==> config.mk <==
export PLATFORM = sky130hd
export DESIGN_NAME = misuratore_impulsi
export DESIGN_NICKNAME = d
export VERILOG_FILES = /design/src/rtl/misuratore_impulsi_pkg.sv /design/src/rtl/misuratore_impulsi_contatore.sv /design/src/rtl/misuratore_impulsi.sv
export SDC_FILE = /design/constraint.sdc
export NUM_CORES = 1
export LEC_CHECK = 0
export CORE_MARGIN = 1
export CORE_UTILIZATION = 30
export CTS_CLUSTER_DIAMETER = 80
export DETAILED_ROUTE_END_ITERATION = 8
export SLEW_MARGIN = 20
export SYNTH_ARGS = -nofsm -noshare
export SYNTH_HDL_FRONTEND = slang
export SYNTH_SLANG_ARGS = --single-unit
export TNS_END_PERCENT = 50
==> constraint.sdc <==
create_clock -name clock -period 2.2 [get_ports clock]
set_input_delay 0.22 -clock clock [delete_from_list [all_inputs] [get_ports clock]]
set_output_delay 0.22 -clock clock [all_outputs]
set_load 0.01 [all_outputs]
==> src/rtl/misuratore_impulsi_pkg.sv <==
// Shared constants for the pulse-width measurer: handshake FSM encodings,
// default measurement width and its saturation value.
package misuratore_impulsi_pkg;

  localparam int unsigned W_DEFAULT = 8;

  localparam logic [W_DEFAULT-1:0] SATURAZIONE = '1;

  localparam logic [1:0] ATTESA_SOC      = 2'd0;
  localparam logic [1:0] ATTESA_FINE_SOC = 2'd1;
  localparam logic [1:0] ATTESA_MISURA   = 2'd2;

endpackage

==> src/rtl/misuratore_impulsi_contatore.sv <==
// contatore_impulsi: counts armed high phases of impulso and holds the latest
// completed count in a one-entry buffer tagged by fresh. MISURATORE_OVR_EN adds the overwrite strobe.
module contatore_impulsi
  import misuratore_impulsi_pkg::*;
#(
  parameter int unsigned W = W_DEFAULT
) (
  input  logic         clock,
  input  logic         reset_,
  input  logic         impulso,
  input  logic         consume,
  output logic         fresh,
  output logic [W-1:0] buffer
`ifdef MISURATORE_OVR_EN
  ,
  output logic         overwrite
`endif
);

  localparam logic [W-1:0] MAX = '1;

  logic         armed_q, armed_d;
  logic [W-1:0] cnt_q, cnt_d;
  logic [W-1:0] buf_q, buf_d;
  logic         fresh_q, fresh_d;
  logic         cattura;

  // A non-zero count implies a completed high phase seen while armed.
  always_comb begin
    cattura = armed_q && !impulso && (cnt_q != '0);
    armed_d = armed_q | ~impulso;
    cnt_d   = cnt_q;
    if (armed_q && impulso)
      cnt_d = (cnt_q == MAX) ? cnt_q : cnt_q + W'(1);
    else if (cattura)
      cnt_d = '0;
    buf_d   = cattura ? cnt_q : buf_q;
    fresh_d = cattura | (fresh_q & ~consume);
  end

  always_ff @(posedge clock or negedge reset_) begin
    if (!reset_) begin
      armed_q <= 1'b0;
      cnt_q   <= '0;
      buf_q   <= '0;
      fresh_q <= 1'b0;
    end else begin
      armed_q <= armed_d;
      cnt_q   <= cnt_d;
      buf_q   <= buf_d;
      fresh_q <= fresh_d;
    end
  end

  assign fresh  = fresh_q;
  assign buffer = buf_q;

`ifdef MISURATORE_OVR_EN
  assign overwrite = cattura & fresh_q;
`endif

endmodule

==> src/rtl/misuratore_impulsi.sv <==
// Pulse-width measurer serving results as the responder of the soc/eoc handshake.
// Define MISURATORE_OVR_EN to add the ovr lost-measurement flag.
module misuratore_impulsi
  import misuratore_impulsi_pkg::*;
#(
  parameter int unsigned W = W_DEFAULT
) (
  input  logic         clock,
  input  logic         reset_,
  input  logic         impulso,
  input  logic         soc,
  output logic         eoc,
  output logic [W-1:0] numero
`ifdef MISURATORE_OVR_EN
  ,
  output logic         ovr
`endif
);

  logic [1:0]   state_q, state_d;
  logic [W-1:0] numero_q, numero_d;
  logic         consegna;
  logic         fresh;
  logic [W-1:0] buffer;

`ifdef MISURATORE_OVR_EN
  logic overwrite;
  logic ovr_q, ovr_d;
`endif

  contatore_impulsi #(.W(W)) u_contatore (
    .clock    (clock),
    .reset_   (reset_),
    .impulso  (impulso),
    .consume  (consegna),
    .fresh    (fresh),
    .buffer   (buffer)
`ifdef MISURATORE_OVR_EN
    ,
    .overwrite(overwrite)
`endif
  );

  always_comb begin
    state_d  = state_q;
    consegna = 1'b0;
    case (state_q)
      ATTESA_SOC: begin
        if (soc) state_d = ATTESA_FINE_SOC;
      end
      ATTESA_FINE_SOC: begin
        if (!soc) begin
          if (fresh) begin
            consegna = 1'b1;
            state_d  = ATTESA_SOC;
          end else begin
            state_d  = ATTESA_MISURA;
          end
        end
      end
      ATTESA_MISURA: begin
        if (fresh) begin
          consegna = 1'b1;
          state_d  = ATTESA_SOC;
        end
      end
      default: state_d = ATTESA_SOC;
    endcase
    numero_d = consegna ? buffer : numero_q;
  end

  always_ff @(posedge clock or negedge reset_) begin
    if (!reset_) begin
      state_q  <= ATTESA_SOC;
      numero_q <= '0;
    end else begin
      state_q  <= state_d;
      numero_q <= numero_d;
    end
  end

  assign eoc    = (state_q == ATTESA_SOC);
  assign numero = numero_q;

`ifdef MISURATORE_OVR_EN
  // Overwrite wins over a clearing deliver on the same edge.
  always_comb begin
    ovr_d = ovr_q;
    if (overwrite)     ovr_d = 1'b1;
    else if (consegna) ovr_d = 1'b0;
  end

  always_ff @(posedge clock or negedge reset_) begin
    if (!reset_) ovr_q <= 1'b0;
    else         ovr_q <= ovr_d;
  end

  assign ovr = ovr_q;
`endif

endmodule

==> results of run 1 <==
==> registers in the layout, indices dropped and copies added (netlist names) <==
signal / count
numero: 8
u_contatore.armed_q: 1
u_contatore.cnt_q: 8
state_q: 2
u_contatore.fresh: 1
u_contatore.buffer: 8
==> area by class of cell <==
cell class              instances  area, um^2
well taps                      52        65.1
fillers                       402        2760
multi-input cells              70         616
clock buffers                   4        55.1
flip-flops and latches         28         701
inverters                       6        22.5
repair buffers                 14         135
==> critical path: stages, from the launching register on <==
cell	delay, ns
dfrtp_1	0.47
inv_1	0.07
ha_1	0.20
nor4b_2	0.17
a21oi_4	0.35
a31oi_4	0.11
a221o_1	0.38
==> kinds of logic (layout without fill, tap and decap cells) <==
kind of cell	after synthesis	after routing	share of synthesized area (%)
muxes	18	18	14.9
xor gates and xnor gates	2	2	1.29
adders and majority gates	6	6	5.54
AOI/OAI and AO/OA	20	20	13.1
and+or+nand+nor	24	24	10.6
buffers and inverters	8	24	2.86
DFF	28	28	51.7
==> layer usage <==
layer	vias to the layer above	part of all wire, %	GRT usage (%)	wire length, um
met5	-	0	0	0
met4	0	1.0	3.40	24
met3	2	2.3	2.03	53
met2	12	47	17.8	1100
met1	449	50	14.5	1170
li1	422	-	-	-
==> per-stage QoR <==
stage	setup slack [ns]	hold WS [ns]	instances
6_report	0.331	0.312	174
5_1_grt	0.220	0.335	174
2_1_floorplan	0.566	-0.0756	106
4_1_cts	0.339	0.328	174
3_5_place_dp	0.357	0.497	170
3_3_place_gp	0.435	0.494	170
==> cell usage in the layout, fill, tap and decap left out <==
| cell | count |
|---|---|
| a21o_2 | 2 |
| a21oi_1 | 3 |
| a21oi_4 | 1 |
| a221o_1 | 1 |
| a22o_1 | 1 |
| a22o_2 | 1 |
| a31oi_4 | 1 |
| a41oi_1 | 1 |
| and3_1 | 4 |
| and4_2 | 1 |
| buf_4 | 2 |
| clkbuf_8 | 4 |
| clkdlybuf4s50_1 | 12 |
| dfrtp_1 | 28 |
| ha_1 | 6 |
| inv_1 | 6 |
| mux2_2 | 17 |
| mux2i_1 | 1 |
| nand2_1 | 4 |
| nand2b_1 | 3 |
| nand2b_2 | 1 |
| nand3_1 | 4 |
| nand4_1 | 1 |
| nor2_1 | 2 |
| nor2b_1 | 1 |
| nor3_1 | 1 |
| nor4_1 | 1 |
| nor4b_2 | 1 |
| o211ai_2 | 1 |
| o21ai_0 | 3 |
| o22a_2 | 1 |
| o22ai_1 | 1 |
| o2bb2ai_1 | 2 |
| o41ai_1 | 1 |
| xnor2_1 | 1 |
| xor2_1 | 1 |
==> path summary, 6_finish.rpt <==
| kind | cells after the start | slack (ns) | start | endpoint |
|---|---|---|---|---|
| min in group clock | 1 | 0.51 | numero[1] | numero[1] |
| setup reg to reg | 6 | 0.33 | u_contatore.cnt_q[0] | u_contatore.cnt_q[7] |
| setup / recovery | 6 | 0.33 | u_contatore.cnt_q[0] | u_contatore.cnt_q[7] |
| max in group asynchronous | 2 | 1.62 | reset_ | state_q[0] |
| hold reg to reg | 1 | 0.51 | numero[1] | numero[1] |
| hold / removal | 2 | 0.31 | reset_ | u_contatore.cnt_q[2] |
==> power by group through the flow <==
| stage | sequential, mW | clock [mW] | combinational [mW] |
|---|---|---|---|
| 2_1_floorplan | 0.729 | 0 | 0.374 |
| 3_3_place_gp | 0.737 | 0 | 0.542 |
| 3_5_place_dp | 0.745 | 0 | 0.556 |
| 4_1_cts | 0.734 | 0.322 | 0.558 |
| 5_1_grt | 0.755 | 0.347 | 0.615 |
| 6_report | 0.735 | 0.313 | 0.550 |
==> impl_results.md, run 1 <==
- Status: completed
- Largest net degree at the start of global routing: 29
- Measured slew at the worst slew-check pin: approximately 0.46 ns
- Synthesis-to-layout area growth: 17.6%
- DRC Markers: 0
- Clk pwr share: 19.6%
- Final WL: 2350 um
- Final instance area: between 1500 and 2000 um^2
- Synth Instances: 106
- Top post-synthesis cells by area: dfrtp_1 (52%), mux2_2 (14%), ha_1 (5.5%)
- Final Total Pwr: 1.60 mW
- Die Y: 69.2 um
- Worst VDD drop: approximately 0.5 mV
- Final Hold Fails: 0
- DP Area: 1540 um^2
- Initial DRC Count: 32
- Largest area contributor in the netlist: dfrtp_1
- Worst Path Max Fanout: 10
- Row Count: 24
- Cts-stage hold buffer count: 0
- DR vias/cell: 5.09
- Maxcap violations: 0
- Count of cell types in the netlist: 35
- Hold crit path type: input pin to asynchronous set/reset pin
- N_diodes: 0
- Die Width: 69.2 um
- Avg Cell Area, Syn: 12.8 um^2
- Synth Flop Type: dfrtp_1
- Slew margin rel.: 69.1%
- Max Slew Vio Count: 0
- Gr ovfl total: 0
- Pre-antenna DRT Iters: 4
- Initial antenna violation count: 0
- Top post-synthesis cells by count: dfrtp_1 (28), mux2_2 (17), ha_1 (6), inv_1 (6)
- Comb pwr share: between 30% and 40%
- DP HPWL: 1680 um
- RSZ-0062 raised after global routing: no
- Switching Power: between 0.5 and 0.6 mW
- Post-cts sizing count: 0
- Period minus WS final: 1.87 ns
- CP Class: flop to flop
- Power density cells: 1000 nW/um^2
- CTS tree: built
- CTS max path bufs: 2
- Starting Density: just over 30%
- CTS root buf: clkbuf_8
- Final core area utilization: 36.6%
- Post-DRT Antenna Nets: 0
- Fin crit share: 85.0%
- Synth Register Bits: 28
- Via Count: 885
- Max Freq: 535 MHz
- Post-synthesis instance area: 1360 um^2
- Register share of total power: 46.0%
- Most numerous cell in the Yosys netlist: dfrtp_1
- Vias in the first global route: 899
- Global-route wire length before repair: 4250 um
- Leakage: 0.715 nW
- Register area share after synthesis: 51.7%
- Switching share of power: 31.4%
- Final setup fails: 0
- Yosys Warn Count: 0
- Core ar.: between 4000 and 5000 um^2
- Worst Setup Start Kind: flop
- Req. time, crit path: 2.36 ns
- Die ar.: 4790 um^2
- Syn nets: 116
- CTS HTree Levels: 1
- Setup TNS: 0 ns
- Int Pwr: 1.10 mW
- Async set-or-reset flop fraction in the synthesized netlist: 100%
- All-Layer GR Usage: 10.9%
- Worst Path Arrival: just over 2 ns
- Clk sinks: 28
- Crit. End Element: flop
- EDFF count, synth: 0
- PortBufs: 12
- Area share of the largest cell type after synthesis: about 52%
- Post-CTS setup repair buffer count: 0
- Final Skew: between 0.002 and 0.003 ns
- Clk_lat worst skew: 0.27 ns
- Post-layout nets: 133
- Average routed wire per standard cell: 13.5 um
- Layout cells sized above 1: 27.0%
- Inserted Clock Buffers: 3
- Placer Congestion: approximately 0.95
- Clock-pin slew on the worst setup and hold paths: 0.09 ns
- # IOs: 13
Power figures use the tool's default switching activity.
==> run 2, diff against run 1 <==
clock period = 1.8 ns   (was 2.2 ns; I/O delays follow)
==> run 2 against run 1 <==
  * Global-route usage shrank 0.13 points
  * Routed wire length increased by 3.3%
  * Hold slack lost 0.036 ns
  * Flip-flop and latch count unchanged
  * Sequential share of layout area fell by 0.24 points
  * Final area grew 0.55%
  * Cell count grew 1.1%
  * Clock-buffer cell count decreased by 1
  * Sequential power is 22% higher
  * Total power is 21% higher
  * Clock power is 6% higher
  * Clock skew up 0.0029 ns
  * Critical path type is now flop to output port
  * Largest cell class unchanged
  * Largest power group unchanged
  * Highest routed layer unchanged
==> impl_results.md, run 2 (synthesis results as in run 1) <==
- Status: completed
- CTS HTree Levels: 1
- Worst VDD drop: ~0.47 mV
- Gr ovfl total: 0
- Synthesis-to-layout area growth: 18.3%
- CTS root buf: clkbuf_8
- Slew margin rel.: between 70% and 80%
- Register-to-Register Path Depth: 5
- Placer Congestion: 0.916
- Commonest non-fill, non-tap cells in the layout: dfrtp_1 (28), mux2_2 (17), clkdlybuf4s50_1 (12), inv_1 (6), ha_1 (6)
- Hold Slack: 0.275 ns
- Worst r2r src: u_contatore.cnt_q[0]
- Vias in the first global route: 914
- Largest net degree at the start of global routing: 29
- Final WS setup: 0.0841 ns
- Average routed wire per standard cell: 13.8 um
- Power density cells: 1210 nW/um^2
- RSZ-0062 raised after global routing: no
- Die Width: 69.2 um
- Clk_lat worst skew: 0.27 ns
- Clock-pin slew on the worst setup and hold paths: roughly 0.09 ns
- Final Skew: between 0.005 and 0.006 ns
- PortBufs: 12
- Clk sinks: 28
- Worst Setup Start Kind: flop
- DP HPWL: 1770 um
- Final std cells w/o fill: 176
- DRC Markers: 0
- Initial antenna violation count: 0
- Final setup fails: 0
- Measured slew at the worst slew-check pin: 0.364 ns
- Crit path from: state_q[0]
- CTS tree: built
- Layout cells sized above 1: 28.2%
- Post-DRT Antenna Nets: 0
- Core ar.: 4350 um^2
- Max Slew Vio Count: 0
- CTS max path bufs: 2
- Die Y: slightly below 70 um
- Period minus WS final: 1.72 ns
- Row Count: 24
- Req. time, crit path: 1.62 ns
- N_diodes: 0
- Starting Density: between 30% and 40%
- # IOs: 13
- FF-to-FF End: u_contatore.cnt_q[7]
- Fin crit share: 95.3%
- Final WL: 2430 um
- DP Area: 1550 um^2
- Placed Cells: about 170
- Worst Path Arrival: 1.54 ns
- All-Layer GR Usage: between 10% and 20%
- Maxcap violations: 0
- Dpl ws: 0.110 ns
- Initial DRC Count: 27
- Die ar.: 4790 um^2
- Via Count: 890
- CP Class: flop to output port
- Inserted Clock Buffers: 3
- Final Hold Fails: 0
- Global-route wire length before repair: 4200 um
- R2R Setup Slk: 0.09 ns
- Crit. End Element: output port
- Post-layout nets: 136
- Setup TNS: 0 ns
- Final instance area: between 1500 and 2000 um^2
- Max Freq: 583 MHz
- Worst Path Max Fanout: 3
- Commonest non-fill, non-tap cell in the layout: dfrtp_1
- Pre-antenna DRT Iters: 4
- Hold crit path type: input pin to asynchronous set/reset pin
- DR vias/cell: roughly 5.1
- Leakage: 0.722 nW
==> run 2: critical path, cell delays in order, from the launching register on <==
cell	delay [ns]
dfrtp_1	0.41
inv_1	0.12
ha_1	0.20
clkdlybuf4s50_1	0.54
==> run 2: routing by layer <==
metal | vias up | share of wire, % | track usage [%]
met1 | 441 | 48 | 13.7
met2 | 17 | 49 | 17.8
met3 | 2 | 3.0 | 2.03
li1 | 430 | - | -
met5 | - | 0 | 0
met4 | 0 | 0.58 | 4.31
==> run 2: timing repair <==
action	CTS	global route
resized for setup	0	0
hold endpoints to repair	0	0
buffers inserted	0	1
hold buffers	0	0
setup endpoints to repair	0	1
==> run 2: final cells by class <==
type	count	area, um^2
inverters	6	22.5
fillers	431	2750
flip-flops and latches	28	701
repair buffers	17	158
well taps	52	65.1
clock buffers	3	41.3
multi-input cells	70	616
==> run 2: worst max path at each step <==
stage	slack (ns)	to	cells past startpoint
after floorplan	0.17	u_contatore.cnt_q[7]	6
after global placement	0.14	u_contatore.cnt_q[7]	5
after detailed placement	0.11	u_contatore.cnt_q[7]	5
after CTS	0.07	eoc	3
after global routing	0.01	u_contatore.cnt_q[1]	5
final	0.08	eoc	3
==> run 2: power by group <==
group | switching (mW) | internal (mW)
logic | 0.311 | 0.404
clock network | 0.181 | 0.150
registers | 0.126 | 0.767
total | 0.618 | 1.32
==> run 2: stage by stage <==
| step | total power, mW | util (%) |
|---|---|---|
| floorplan | 1.35 | - |
| global placement | 1.58 | 35.7 |
| detailed placement | 1.62 | 35.7 |
| CTS | 1.96 | 36.6 |
| global route | 2.07 | 36.8 |
| finish | 1.94 | 36.8 |
==> run 3, diff against run 2 <==
CORE_UTILIZATION = 55   (was 30)
MAX_ROUTING_LAYER = met4   (was default)
PLACE_DENSITY = 0.77   (was default)
==> run 3 against run 2 <==
  * Register-to-register slack about the same
  * Critical path type is now flop to flop
  * Maximum frequency up 0.51%
  * Highest routed layer unchanged
  * Setup slack better by 0.0087 ns
  * Total power down 2.2%
  * Cell count down 13%
  * Via count down 3.7%
  * Critical path depth up 3
  * Global-route usage up 10 points
  * Clock-buffer cell count up 1
  * Non-clock buffer count up 1
  * Routed wire length down 5.9%
  * Core utilization up 33 points
==> impl_results.md, run 3 (synthesis results as in run 1) <==
- RSZ-0062 raised after global routing: no
- N_diodes: 0
- Hold crit path type: input pin to asynchronous set/reset pin
- Initial antenna violation count: 0
- Die Width: 51.6 um
- Hold Slack: between 0.2 and 0.25 ns
- Setup TNS: 0 ns
- DR vias/cell: between 5 and 6
- Slowest cell on crit path: dfrtp_1
- Layout cells sized above 1: 30.2%
- Post-layout nets: 137
- Uppermost layer routed: met4
- Crit. End Element: flop
- CP Class: flop to flop
- Register-to-Register Path Depth: 6
- Worst Path Arrival: roughly 1.9 ns
- Met2 routed wirelength: 1110 um
- CTS max path bufs: 2
- Vias in the first global route: 840
- Synthesis-to-layout area growth: 16.5%
- Row Count: 17
- Period minus WS final: 1.71 ns
- All-Layer GR Usage: 20.7%
- CTS HTree Levels: 1
- Initial DRC Count: 13
- Measured slew at the worst slew-check pin: 0.448 ns
- CTS root buf: clkbuf_4
- Power density cells: 1200 nW/um^2
- Post-DRT Antenna Nets: 0
- Average routed wire per standard cell: 14.8 um
- Area taken by multi-input logic gates: between 600 and 700 um^2
- Final WL: approximately 2300 um
- Stages on worst setup path: 6
- Placer Congestion: about 0.8
- Leakage: roughly 0.74 nW
- Maxcap violations: 0
- Max Freq: 586 MHz
- Final std cells w/o fill: 154
- Final Skew: approximately 0.0046 ns
- Final core area utilization: 69.4%
- Via Count: ~860
- Metal-1 WL: 1090 um
- Crit-path max cell delay: between 0.4 and 0.5 ns
- Met3 WL: 66 um
- CP delay by family, top: flip-flops
- Placed Cells: between 100 and 150
- DP HPWL: 1660 um
- Status: completed
- PortBufs: 12
- CTS tree: built
- Commonest non-fill, non-tap cell in the layout: dfrtp_1
- DRC Markers: 0
- Max Slew Vio Count: 0
- Die Y: between 50 and 60 um
- CP Buf/Inv Count: 2
- Final Hold Fails: 0
- Core ar.: 2280 um^2
- Dpl ws: 0.0767 ns
- Crit-path cells: inv_1, ha_1, nor4b_2, a21oi_4, buf_4, mux2_2
- Clk sinks: 28
- Pre-antenna DRT Iters: 4
- Cts-stage hold buffer count: 0
- Worst Path Max Fanout: 9
- Worst Setup Start Kind: flop
- Commonest non-fill, non-tap cells in the layout: dfrtp_1 (27), mux2_2 (17), clkdlybuf4s50_1 (11)
- Inserted Clock Buffers: 3
- Gr ovfl total: 0
- Req. time, crit path: between 2 and 2.5 ns
- Fin crit share: 94.8%
- Final setup fails: 0
- Slew margin rel.: 70.1%
- Die ar.: 2670 um^2
- Global-route wire length before repair: 3860 um
- Fill cells: 168
- Largest net degree at the start of global routing: 29
- Worst VDD drop: 0.850 mV
- Starting Density: 59.5%
- # IOs: 13
- Clk_lat worst skew: 0.32 ns
- Final WS setup: 0.0928 ns
- Clock-pin slew on the worst setup and hold paths: 0.14 ns
- Total area of sequential cells: 702 um^2
run 3: changes by cell type in the layout (fill, tap and decap cells not counted), sizes merged:
cell	previous run	this run
buf	5	6
clkbuf	3	4
clkdlybuf4s50	12	11
dlymetal6s2s	0	1
run 3: stage by stage:
step                instance area, um^2  power, mW
finish                             1580       1.90
global route                       1580       2.02
global placement                   1530       1.58
floorplan                          1360       1.35
detailed placement                 1530       1.61
CTS                                1580       1.92
run 3: area by class of cell:
class,count,area share (%)
inverter,6,1.43
multi-input combinational,70,39.0
sequential,28,44.5
tap,28,2.22
timing repair buffer,18,10.6
clock buffer,4,2.30
run 3: worst register-to-register path, cell delays in order (launching register included):
cell and delay, ns:
dfrtp_1 0.44, inv_1 0.08, ha_1 0.19, nor4b_2 0.17, a21oi_4 0.17, buf_4 0.20
mux2_2 0.35
run 3: worst paths after layout:
check / start / endpoint / slack [ns]
min reg2reg: numero[3] / numero[3] / 0.52
min: reset_ / u_contatore.cnt_q[5] / 0.21
min in group clock: numero[3] / numero[3] / 0.52
max reg2reg: u_contatore.cnt_q[1] / u_contatore.buffer[3] / 0.09
max: u_contatore.cnt_q[1] / u_contatore.buffer[3] / 0.09
max in group asynchronous: reset_ / u_contatore.cnt_q[0] / 1.32
run 3: per-layer routing:
metal,up-vias,GRT usage [%]
met5,-,-
met1,419,25.1
li1,425,-
met3,2,5.26
met4,0,5.41
met2,11,34.4
run 3: timing repair:
action / 4_1_cts / 5_1_grt
resized for setup: 0 / 2
setup buffers: 1 / 0
endpoints found under the setup margin: 1 / 2
run 3: power breakdown:
part | total [mW] | internal [mW] | switching, mW | leakage, nW
registers | 0.901 | 0.768 | 0.133 | 0.368
logic | 0.700 | 0.399 | 0.302 | 0.347
clock network | 0.295 | 0.124 | 0.171 | 0.0210
